### config.mk
export PLATFORM = sky130hd
export DESIGN_NAME = io_port_unit_flat
export DESIGN_NICKNAME = d
export VERILOG_FILES = /design/src/rtl/io_port_unit_pkg.sv /design/src/rtl/io_port_unit_if.sv /design/src/rtl/io_port_unit_sync_fifo.sv /design/src/rtl/io_port_unit.sv /design/src/flat_wrapper.sv
export SDC_FILE = /design/constraint.sdc
export NUM_CORES = 1
export LEC_CHECK = 0
export BUFFER_PORTS_ARGS = -buffer_cell sky130_fd_sc_hd__clkbuf_2
export CAP_MARGIN = 15
export CORE_MARGIN = 2
export CORE_UTILIZATION = 58
export DETAILED_ROUTE_END_ITERATION = 8
export GPL_TIMING_DRIVEN = 0
export PLACE_DENSITY_LB_ADDON = 0.08
export SLEW_MARGIN = 20
export SYNTH_ARGS = -nofsm -noshare
export SYNTH_HDL_FRONTEND = slang
export SYNTH_SLANG_ARGS = --single-unit
export TNS_END_PERCENT = 20
### constraint.sdc
create_clock -name clk -period 7.9 [get_ports clk]
set_clock_uncertainty 0.2 [all_clocks]
set_input_delay 1.58 -clock clk [delete_from_list [all_inputs] [get_ports clk]]
set_output_delay 1.58 -clock clk [all_outputs]
set_load 0.005 [all_outputs]
### src/rtl/io_port_unit_pkg.sv
// io_port_unit_pkg: shared CPU constants for the I/O port stage
package io_port_unit_pkg;
  localparam int IO_DW = 32;
  typedef enum logic [4:0] {
    OP_IN  = 5'b10110,
    OP_OUT = 5'b10111
  } io_opcode_e;
endpackage

### src/rtl/io_port_unit_if.sv
// io_port_unit_if: out-path stream from the port unit to the external consumer
interface io_port_unit_if import io_port_unit_pkg::*; #(
  parameter int DW = IO_DW,
  parameter int CW = 3
);
  logic [DW-1:0] out_data;
  logic          out_valid;
  logic          out_ready;
  logic [CW-1:0] out_count;
  logic          out_overflow;
  modport master (output out_data, out_valid, out_count, out_overflow, input out_ready);
  modport slave  (input out_data, out_valid, out_count, out_overflow, output out_ready);
endinterface

### src/rtl/io_port_unit_sync_fifo.sv
// io_sync_fifo: out-path FIFO that accepts a write when full if a pop frees a slot the same cycle
module io_sync_fifo import io_port_unit_pkg::*; #(
  parameter int DW    = IO_DW,
  parameter int DEPTH = 4,
  parameter int CW    = 3
) (
  input  logic          clk,
  input  logic          rst,
  input  logic          push,
  input  logic          ready,
  input  logic [DW-1:0] wdata,
  output logic [DW-1:0] rdata,
  output logic          valid,
  output logic [CW-1:0] count,
  output logic          drop
);
  localparam int AW = $clog2(DEPTH);
  logic [DW-1:0] mem_q [DEPTH];
  logic [AW-1:0] wr_q, wr_d, rd_q, rd_d;
  logic [CW-1:0] cnt_q, cnt_d;
  logic          pop, acc;
  always_comb begin
    valid = cnt_q != '0;
    pop   = valid & ready;
    acc   = push & ((cnt_q != CW'(DEPTH)) | pop);
    drop  = push & ~acc;
    wr_d  = acc ? wr_q + AW'(1) : wr_q;
    rd_d  = pop ? rd_q + AW'(1) : rd_q;
    cnt_d = cnt_q + CW'(acc) - CW'(pop);
    rdata = mem_q[rd_q];
    count = cnt_q;
  end
  always_ff @(posedge clk or negedge rst) begin
    if (!rst) begin
      wr_q  <= '0;
      rd_q  <= '0;
      cnt_q <= '0;
    end else begin
      wr_q  <= wr_d;
      rd_q  <= rd_d;
      cnt_q <= cnt_d;
    end
  end
  always_ff @(posedge clk) begin
    if (acc) mem_q[wr_q] <= wdata;
  end
endmodule

### src/rtl/io_port_unit.sv
// io_port_unit: out-port FIFO driven by OutPort_enable edges, synchronised in-port capture
module io_port_unit import io_port_unit_pkg::*; #(
  parameter int DW    = IO_DW,
  parameter int DEPTH = 4,
  parameter int CW    = 3
) (
  input  logic          clk,
  input  logic          rst,
  input  logic [DW-1:0] bus_in,
  input  logic          OutPort_enable,
  input  logic          InPortout,
  input  logic [DW-1:0] ext_in_data,
  input  logic          ext_in_strobe,
  input  logic          clr_flags,
  output logic [DW-1:0] in_data_out,
  output logic          in_valid,
  output logic          in_overrun,
  io_port_unit_if.master o
);
  logic          oe_q, ipo_q, s1_q, s2_q, s3_q;
  logic [DW-1:0] in_reg_q, in_reg_d;
  logic          in_valid_q, in_valid_d, in_overrun_q, in_overrun_d;
  logic          out_overflow_q, out_overflow_d;
  logic          oe_rise, ip_rise, in_cap, drop;
  io_sync_fifo #(.DW(DW), .DEPTH(DEPTH), .CW(CW)) u_fifo (
    .clk   (clk),
    .rst   (rst),
    .push  (oe_rise),
    .ready (o.out_ready),
    .wdata (bus_in),
    .rdata (o.out_data),
    .valid (o.out_valid),
    .count (o.out_count),
    .drop  (drop)
  );
  // a capture racing a read wins: the old value was consumed, so no overrun
  always_comb begin
    oe_rise        = OutPort_enable & ~oe_q;
    ip_rise        = InPortout & ~ipo_q;
    in_cap         = s2_q & ~s3_q;
    in_reg_d       = in_cap ? ext_in_data : in_reg_q;
    in_valid_d     = in_cap ? 1'b1 : ip_rise ? 1'b0 : in_valid_q;
    in_overrun_d   = (in_cap & in_valid_q & ~ip_rise) | (in_overrun_q & ~clr_flags);
    out_overflow_d = drop | (out_overflow_q & ~clr_flags);
    in_data_out    = in_reg_q;
    in_valid       = in_valid_q;
    in_overrun     = in_overrun_q;
    o.out_overflow = out_overflow_q;
  end
  always_ff @(posedge clk or negedge rst) begin
    if (!rst) begin
      oe_q           <= 1'b0;
      ipo_q          <= 1'b0;
      s1_q           <= 1'b0;
      s2_q           <= 1'b0;
      s3_q           <= 1'b0;
      in_reg_q       <= '0;
      in_valid_q     <= 1'b0;
      in_overrun_q   <= 1'b0;
      out_overflow_q <= 1'b0;
    end else begin
      oe_q           <= OutPort_enable;
      ipo_q          <= InPortout;
      s1_q           <= ext_in_strobe;
      s2_q           <= s1_q;
      s3_q           <= s2_q;
      in_reg_q       <= in_reg_d;
      in_valid_q     <= in_valid_d;
      in_overrun_q   <= in_overrun_d;
      out_overflow_q <= out_overflow_d;
    end
  end
endmodule
### src/flat_wrapper.sv
// flat-port wrapper written by rule: the top's interface ports become plain ports
module io_port_unit_flat import io_port_unit_pkg::*;
#(
  parameter int DW    = IO_DW,
  parameter int DEPTH = 4,
  parameter int CW    = 3
)
  (clk, rst, bus_in, OutPort_enable, InPortout, ext_in_data, ext_in_strobe, clr_flags, in_data_out, in_valid, in_overrun, o_out_data, o_out_valid, o_out_count, o_out_overflow, o_out_ready);
  io_port_unit_if #(.DW(DW), .CW(CW)) o_i ();
  input  logic clk;
  input  logic rst;
  input  logic [DW-1:0] bus_in;
  input  logic OutPort_enable;
  input  logic InPortout;
  input  logic [DW-1:0] ext_in_data;
  input  logic ext_in_strobe;
  input  logic clr_flags;
  output logic [DW-1:0] in_data_out;
  output logic in_valid;
  output logic in_overrun;
  output wire logic [$bits(o_i.out_data)-1:0] o_out_data;
  output wire logic [$bits(o_i.out_valid)-1:0] o_out_valid;
  output wire logic [$bits(o_i.out_count)-1:0] o_out_count;
  output wire logic [$bits(o_i.out_overflow)-1:0] o_out_overflow;
  input wire logic [$bits(o_i.out_ready)-1:0] o_out_ready;
  assign o_out_data = o_i.out_data;
  assign o_out_valid = o_i.out_valid;
  assign o_out_count = o_i.out_count;
  assign o_out_overflow = o_i.out_overflow;
  assign o_i.out_ready = o_out_ready;
  io_port_unit #(.DW(DW), .DEPTH(DEPTH), .CW(CW)) u_core (.clk(clk), .rst(rst), .bus_in(bus_in), .OutPort_enable(OutPort_enable), .InPortout(InPortout), .ext_in_data(ext_in_data), .ext_in_strobe(ext_in_strobe), .clr_flags(clr_flags), .in_data_out(in_data_out), .in_valid(in_valid), .in_overrun(in_overrun), .o(o_i));
endmodule
==> impl_metrics.json, run 1 <==
{
  "avgSynthCellArea_sq_um": 18.1,
  "vdd_drop_max_mv": 0.192,
  "clock_power_share_pct": 30.1,
  "dp.cells": 638,
  "p_leak_nw": 3.23,
  "antenna_left": 0,
  "cts_tree": "yes",
  "post_cts_resize_count": 0,
  "final_common_cell": "clkbuf_2",
  "worstPathRequired_ns": 6.12,
  "post-route-util_pct": 72.5,
  "rsz0062_at_grt": "no",
  "cpMostUsedCell": "clkbuf_1",
  "clock_sinks": 175,
  "wl_per_cell_microns": 17.1,
  "htree_levels": 4,
  "synthMuxAreaShare_pct": 11.4,
  "r2r_cells": 10,
  "clkTransAtPathRegs_ns": 0.07,
  "drive_gt1_share_pct": 40.6,
  "synth_cell_types": 22,
  "grt_overflow": 0,
  "synth-simple-area-share_pct": 6.90,
  "status": "complete, no violations",
  "p_sw_share_pct": 26.9,
  "slowest_stage": "clkbuf_1",
  "area_delta_synth_final_pct": 22.0,
  "diodes": 0,
  "hp-class": "register to register",
  "criticalPathCategory": "register to output pin",
  "wl_microns": 11400,
  "yosysSeqAreaShare_pct": 77.5,
  "port_buffers": 141,
  "pwr-share-comb_pct": 23.8,
  "core.rowCount": 38,
  "die_w_microns": 110,
  "post_cts_buffers": 0,
  "final_cell_mix": "clkbuf_2 (140), edfxtp_1 (128), nand2_1 (98)",
  "internal_power_mw": 1.83,
  "dp_hpwl_microns": 7480,
  "grt_usage_pct": 20.9,
  "synth_fa_ha_area_share_pct": 1.47,
  "cts_hold_buffers": 0,
  "fill_cells": 679,
  "async_flop_share_pct": 26.9,
  "finalCriticalPeriod_ns": 3.99,
  "final_nets": 595,
  "initial_core_util_pct": 59.5,
  "viasPerCell": 5.23,
  "cts_root_buf": "clkbuf_8",
  "placed_cell_area_sq_um": 7360,
  "insertion_delay_ns": 0.52,
  "synth_top_area_share_pct": 59.4,
  "syn-num-nets": 435,
  "slew_violations": 0,
  "final_cells": 670,
  "holdWs_ns": 0.163,
  "max_stage_delay_ns": 0.56,
  "setup_viol": 0,
  "drc": 0,
  "yosysWarnings": 0,
  "powerDensity_nw_per_um2": 317,
  "vias": 3501,
  "synthFlopType": "edfxtp_1",
  "dieArea_sq_um": 12000,
  "crit_arrival_ns": 2.21,
  "synth_compound_area_share_pct": 0.464,
  "antenna_found_initial": 0,
  "path_max_fanout": 10,
  "path_cells": "clkbuf_1 -> clkbuf_1 -> mux4_2 -> clkbuf_2",
  "period_share_pct": 50.5,
  "netlist_top_cells_area": "edfxtp_1 (59%), dfrtp_1 (18%), mux4_2 (11%)",
  "worstMarginPinSlew_ns": 0.862,
  "maxCapViolations": 0,
  "cp-start-kind": "register",
  "grt_max_degree": 48,
  "fin_area_sq_um": 7900,
  "p_switching_mw": 0.673,
  "core_sq_um": 10900,
  "max_freq_mhz": 251,
  "synth_cells": 357,
  "ioPinCount": 142,
  "hold_path_depth": 0,
  "drt_first_pass_iters": 4,
  "place.gp.congestion": 0.759,
  "cts_buffers": 17,
  "seqPwrFrac_pct": 46.1,
  "drtIter0Drc": 201,
  "ys_ff_latch": 175,
  "synth-edff-count": 128,
  "fp.dieH_microns": 110,
  "grt_pass1_wl_microns": 18200,
  "clock_path_buffers": 2,
  "hold_viol": 0,
  "syn_area_sq_um": 6470,
  "slew_headroom_pct": 42.5,
  "synth_top_family_by_area": "multiplexers",
  "crit_path_end_kind": "output pin",
  "setup_tns_ns": 0,
  "grt_pass1_vias": 3652,
  "synth-xor-area-share_pct": 0.676,
  "synth_area_leader_cell": "edfxtp_1"
}
-- worst paths after layout --
kind | start | slack, ns | to
worst max-delay path | u_core.u_fifo.rd_q[1] | 3.91 | o_out_data[23]
min in group asynchronous | rst | 0.90 | u_core.in_data_out[27]
worst min register to register | u_core.s1_q | 0.16 | u_core.s2_q
worst min-delay path | u_core.s1_q | 0.16 | u_core.s2_q
worst max register to register | u_core.u_fifo.count[1] | 5.14 | u_core.u_fifo.count[2]
max in group asynchronous | rst | 6.17 | u_core.u_fifo.wr_q[1]
-- worst max-delay path: cells and delay by family, from the launching register on --
kind / cells / cell delay, ns
buffers and inverters: 3 / 0.96
multiplexers: 1 / 0.41
flip-flops: 1 / 0.32
-- power groups by stage --
stage | registers [mW] | clock network (mW) | logic [mW]
2_1_floorplan | 1.16 | 0 | 0.372
3_3_place_gp | 1.16 | 0 | 0.600
3_5_place_dp | 1.17 | 0 | 0.612
4_1_cts | 1.15 | 0.770 | 0.616
5_1_grt | 1.16 | 0.806 | 0.669
6_report | 1.15 | 0.754 | 0.597
-- cell type report --
class / instances / area (sq um) / area share (%)
Buffer: 16 / 66.3 / 0.840
Clock buffer: 18 / 418 / 5.29
Clock inverter: 14 / 120 / 1.52
Inverter: 10 / 37.5 / 0.475
Multi-Input combinational cell: 156 / 1350 / 17.1
Sequential cell: 175 / 5020 / 63.6
Tap cell: 140 / 175 / 2.22
Timing Repair Buffer: 141 / 708 / 8.97
-- Yosys cell counts (all sizes together) (4+ instances only) --
| library cell | instances |
|---|---|
| and2 | 4 |
| xnor2 | 4 |
| mux4 | 32 |
| dfrtp | 47 |
| ha | 6 |
| edfxtp | 128 |
| nand2 | 98 |
| buf | 5 |
| inv | 10 |
| clkbuf | 11 |
-- state kept, by name (all words and copies together) (netlist names) --
signal and count:
u_core.u_fifo.mem_q 128, u_core.in_data_out 32, u_core.u_fifo.count 3, u_core.u_fifo.rd_q 2, u_core.u_fifo.wr_q 2, u_core.in_overrun 1, u_core.in_valid 1, u_core.ipo_q 1
u_core.o.out_overflow 1, u_core.oe_q 1, u_core.s1_q 1, u_core.s2_q 1, u_core.s3_q 1
-- cell families after synthesis --
group                      Yosys count
DFF                                175
and+or+nand+nor                    107
muxes                               33
buffers and inverters               26
adders and majority gates            7
xor gates and xnor gates             5
AOI/OAI and AO/OA                    4
-- per-stage QoR --
stage,setup WS (ns),power (mW)
final,3.91,2.50
after global routing,3.78,2.64
after CTS,3.87,2.54
after detailed placement,4.04,1.78
after global placement,4.10,1.76
after floorplan,4.23,1.53
-- layer usage --
metal	GRT usage (%)	part of all wire (%)	wire [microns]	vias to the layer above
met2	33.7	51	5800	112
met5	0	0	0	-
met4	8.05	1.6	181	0
met3	6.88	7.1	817	16
met1	26.6	41	4630	1742
li1	-	-	-	1631
No activity file was read; power rests on OpenSTA's default activity.
==> run 2, diff against run 1 <==
Settings changed: ABC_AREA set to 1, CORE_UTILIZATION 58 to 49.
Clock period 7.9 ns to 3.45 ns, I/O delays scaled along.
==> impl_metrics.json, run 2 <==
{
  "regMostFlops": "u_core.u_fifo.mem_q",
  "criticalPathCategory": "register to output pin",
  "drive_gt1_share_pct": 28.6,
  "p_leak_nw": 3.85,
  "synth_cell_types": 21,
  "ioPinCount": 142,
  "diodes": 0,
  "wl_microns": 14600,
  "antenna_found_initial": 0,
  "yosysMostFrequentCell": "nand2_1",
  "worstPathRequired_ns": 2.56,
  "max_freq_mhz": 381,
  "ys_ff_latch": 175,
  "port_buffers": 141,
  "drt_first_pass_iters": 5,
  "post_cts_resize_count": 0,
  "clkTransAtPathRegs_ns": 0.06,
  "slowest_stage": "clkbuf_1",
  "htree_levels": 4,
  "grt_max_degree": 48,
  "dieArea_sq_um": 15300,
  "syn_area_sq_um": 7040,
  "fp.dieH_microns": 124,
  "antenna_left": 0,
  "status": "complete, no violations",
  "area_delta_synth_final_pct": 23.1,
  "vias": 4667,
  "drtIter0Drc": 313,
  "setup_viol": 0,
  "synthFlopType": "edfxtp_1",
  "grt_overflow": 0,
  "final_nets": 832,
  "dp_hpwl_microns": 9800,
  "slew_violations": 0,
  "viasPerCell": 4.93,
  "clock_path_buffers": 2,
  "final_common_cell": "nand2_1",
  "die_w_microns": 124,
  "worstMarginPinSlew_ns": 0.759,
  "worstReg2RegStart": "u_core.u_fifo.count[1]",
  "rr_endpoint": "u_core.u_fifo.count[2]",
  "vdd_drop_max_mv": 0.435,
  "synth-edff-count": 128,
  "dp.cells": 915,
  "syn-num-nets": 668,
  "hp-class": "input port to async pin",
  "path_max_fanout": 10,
  "crit_path_end_kind": "output pin",
  "place.gp.congestion": 0.759,
  "drc": 0,
  "grt_usage_pct": 20.6,
  "core_sq_um": 13900,
  "synth_top_area_share_pct": 54.6,
  "maxCapViolations": 0,
  "slew_headroom_pct": 49.3,
  "synth_cells": 590,
  "cts_tree": "yes",
  "yosysSeqAreaShare_pct": 71.3,
  "cts_root_buf": "clkbuf_16",
  "r2r_cells": 9,
  "post_cts_buffers": 0,
  "largest_reg_flops": 128,
  "r2r_slack_ns": 0.96,
  "cts_hold_buffers": 0,
  "cts_buffers": 17,
  "insertion_delay_ns": 0.42,
  "powerDensity_nw_per_um2": 731,
  "path_cells": "buf_4 -> clkbuf_1 -> o21ai_0 -> nand2_1 -> clkbuf_2",
  "initial_core_util_pct": 50.5,
  "crit_arrival_ns": 1.73,
  "wl_per_cell_microns": 15.4,
  "cp-start-kind": "register",
  "grt_pass1_wl_microns": 23000,
  "yosysWarnings": 0,
  "final_cell_mix": "nand2_1 (150), clkbuf_2 (140), edfxtp_1 (128)",
  "async_flop_share_pct": 26.9,
  "rsz0062_at_grt": "no",
  "max_stage_delay_ns": 0.40,
  "period_share_pct": 76.1,
  "grt_pass1_vias": 4709,
  "fill_cells": 1082,
  "final_cells": 947,
  "avgSynthCellArea_sq_um": 11.9,
  "post-route-util_pct": 62.2,
  "core.rowCount": 43,
  "synth_area_leader_cell": "edfxtp_1",
  "clock_sinks": 175,
  "finalCriticalPeriod_ns": 2.62,
  "crit_buf_inv": 3,
  "ys_top_cells_by_count": "nand2_1 (150), edfxtp_1 (128), nor2_1 (72)",
  "hold_viol": 0,
  "path_delay_family": "buffers and inverters",
  "netlist_top_cells_area": "edfxtp_1 (55%), dfrtp_1 (17%), nand2_1 (8.0%)"
}
[run 2: cell types whose count changed in the layout (fill, tap and decap cells not counted), sizes merged, moves of 5 or more]
cell and delta:
nor2 +72, nand2 +52, inv +39, nand3 +37
mux4 -32, o211ai +32, o21ai +32, buf +22
clkbuf +5
[run 2: logic make-up after synthesis]
kind of cell             synth area share (%)
AND/OR/NAND/NOR                          14.5
AO/OA/AOI/OAI                            7.27
adder cells (fa/ha/maj)                  1.35
XOR/XNOR                                0.124
buffers and inverters                    5.49
flip-flops                               71.3
[run 2: worst max-delay path by stage]
| stage | from | to | slack [ns] | depth (start not counted) |
|---|---|---|---|---|
| 3_5_place_dp | OutPort_enable | u_core.u_fifo.count[2] | 0.61 | 10 |
| 6_report | u_core.u_fifo.rd_q[0] | o_out_data[28] | 0.83 | 5 |
| 2_1_floorplan | OutPort_enable | u_core.u_fifo.mem_q[0][0] | 0.40 | 4 |
| 4_1_cts | u_core.u_fifo.rd_q[0] | o_out_data[28] | 0.79 | 5 |
| 5_1_grt | u_core.u_fifo.rd_q[1] | o_out_data[17] | 0.66 | 5 |
| 3_3_place_gp | OutPort_enable | u_core.u_fifo.mem_q[3][19] | -0.97 | 5 |
[run 2: worst register-to-register path, cell delays in order (launching register included)]
cell and delay, ns:
dfrtp_1 0.45, nor2_1 0.17, nand2_1 0.11, nand2_1 0.35
ha_1 0.32, inv_1 0.06, ha_1 0.13, inv_1 0.05
fa_1 0.37, xor2_1 0.17
[run 2: power breakdown]
group	internal, mW	switching, mW	leakage [nW]
clock	1.03	0.730	0.276
combinational	0.758	1.21	1.83
sequential	2.50	0.0983	1.74
total	4.29	2.04	3.85
[run 2: routing by layer]
metal | up-vias | global-route usage, % | wire [microns] | part of all wire, %
met5 | - | 0 | 0 | 0
met1 | 2183 | 23.4 | 5900 | 40
met3 | 22 | 6.41 | 977 | 6.7
met4 | 0 | 8.81 | 295 | 2.0
li1 | 2319 | - | - | -
met2 | 143 | 35.8 | 7430 | 51
[run 2: stage by stage]
step / setup TNS (ns) / worst slack (ns) / hold slack [ns] / power [mW] / cell area (sq um)
final: 0 / 0.826 / 0.109 / 6.33 / 8670
after global routing: 0 / 0.664 / 0.153 / 6.74 / 8670
after CTS: 0 / 0.785 / 0.128 / 6.42 / 8670
after detailed placement: 0 / 0.608 / 0.137 / 4.65 / 8110
after global placement: -118.67 / -0.969 / 0.134 / 4.55 / 7970
after floorplan: 0 / 0.399 / 0.131 / 3.79 / 7040
[run 2: layout make-up]
class | count | area [sq um] | share of cell area, %
inverter | 51 | 194 | 2.24
clock inverter | 6 | 32.5 | 0.375
clock buffer | 26 | 519 | 5.99
sequential | 175 | 5020 | 57.9
tap | 180 | 225 | 2.60
multi-input combinational | 333 | 1660 | 19.2
timing repair buffer | 145 | 818 | 9.44
buffer | 31 | 193 | 2.22
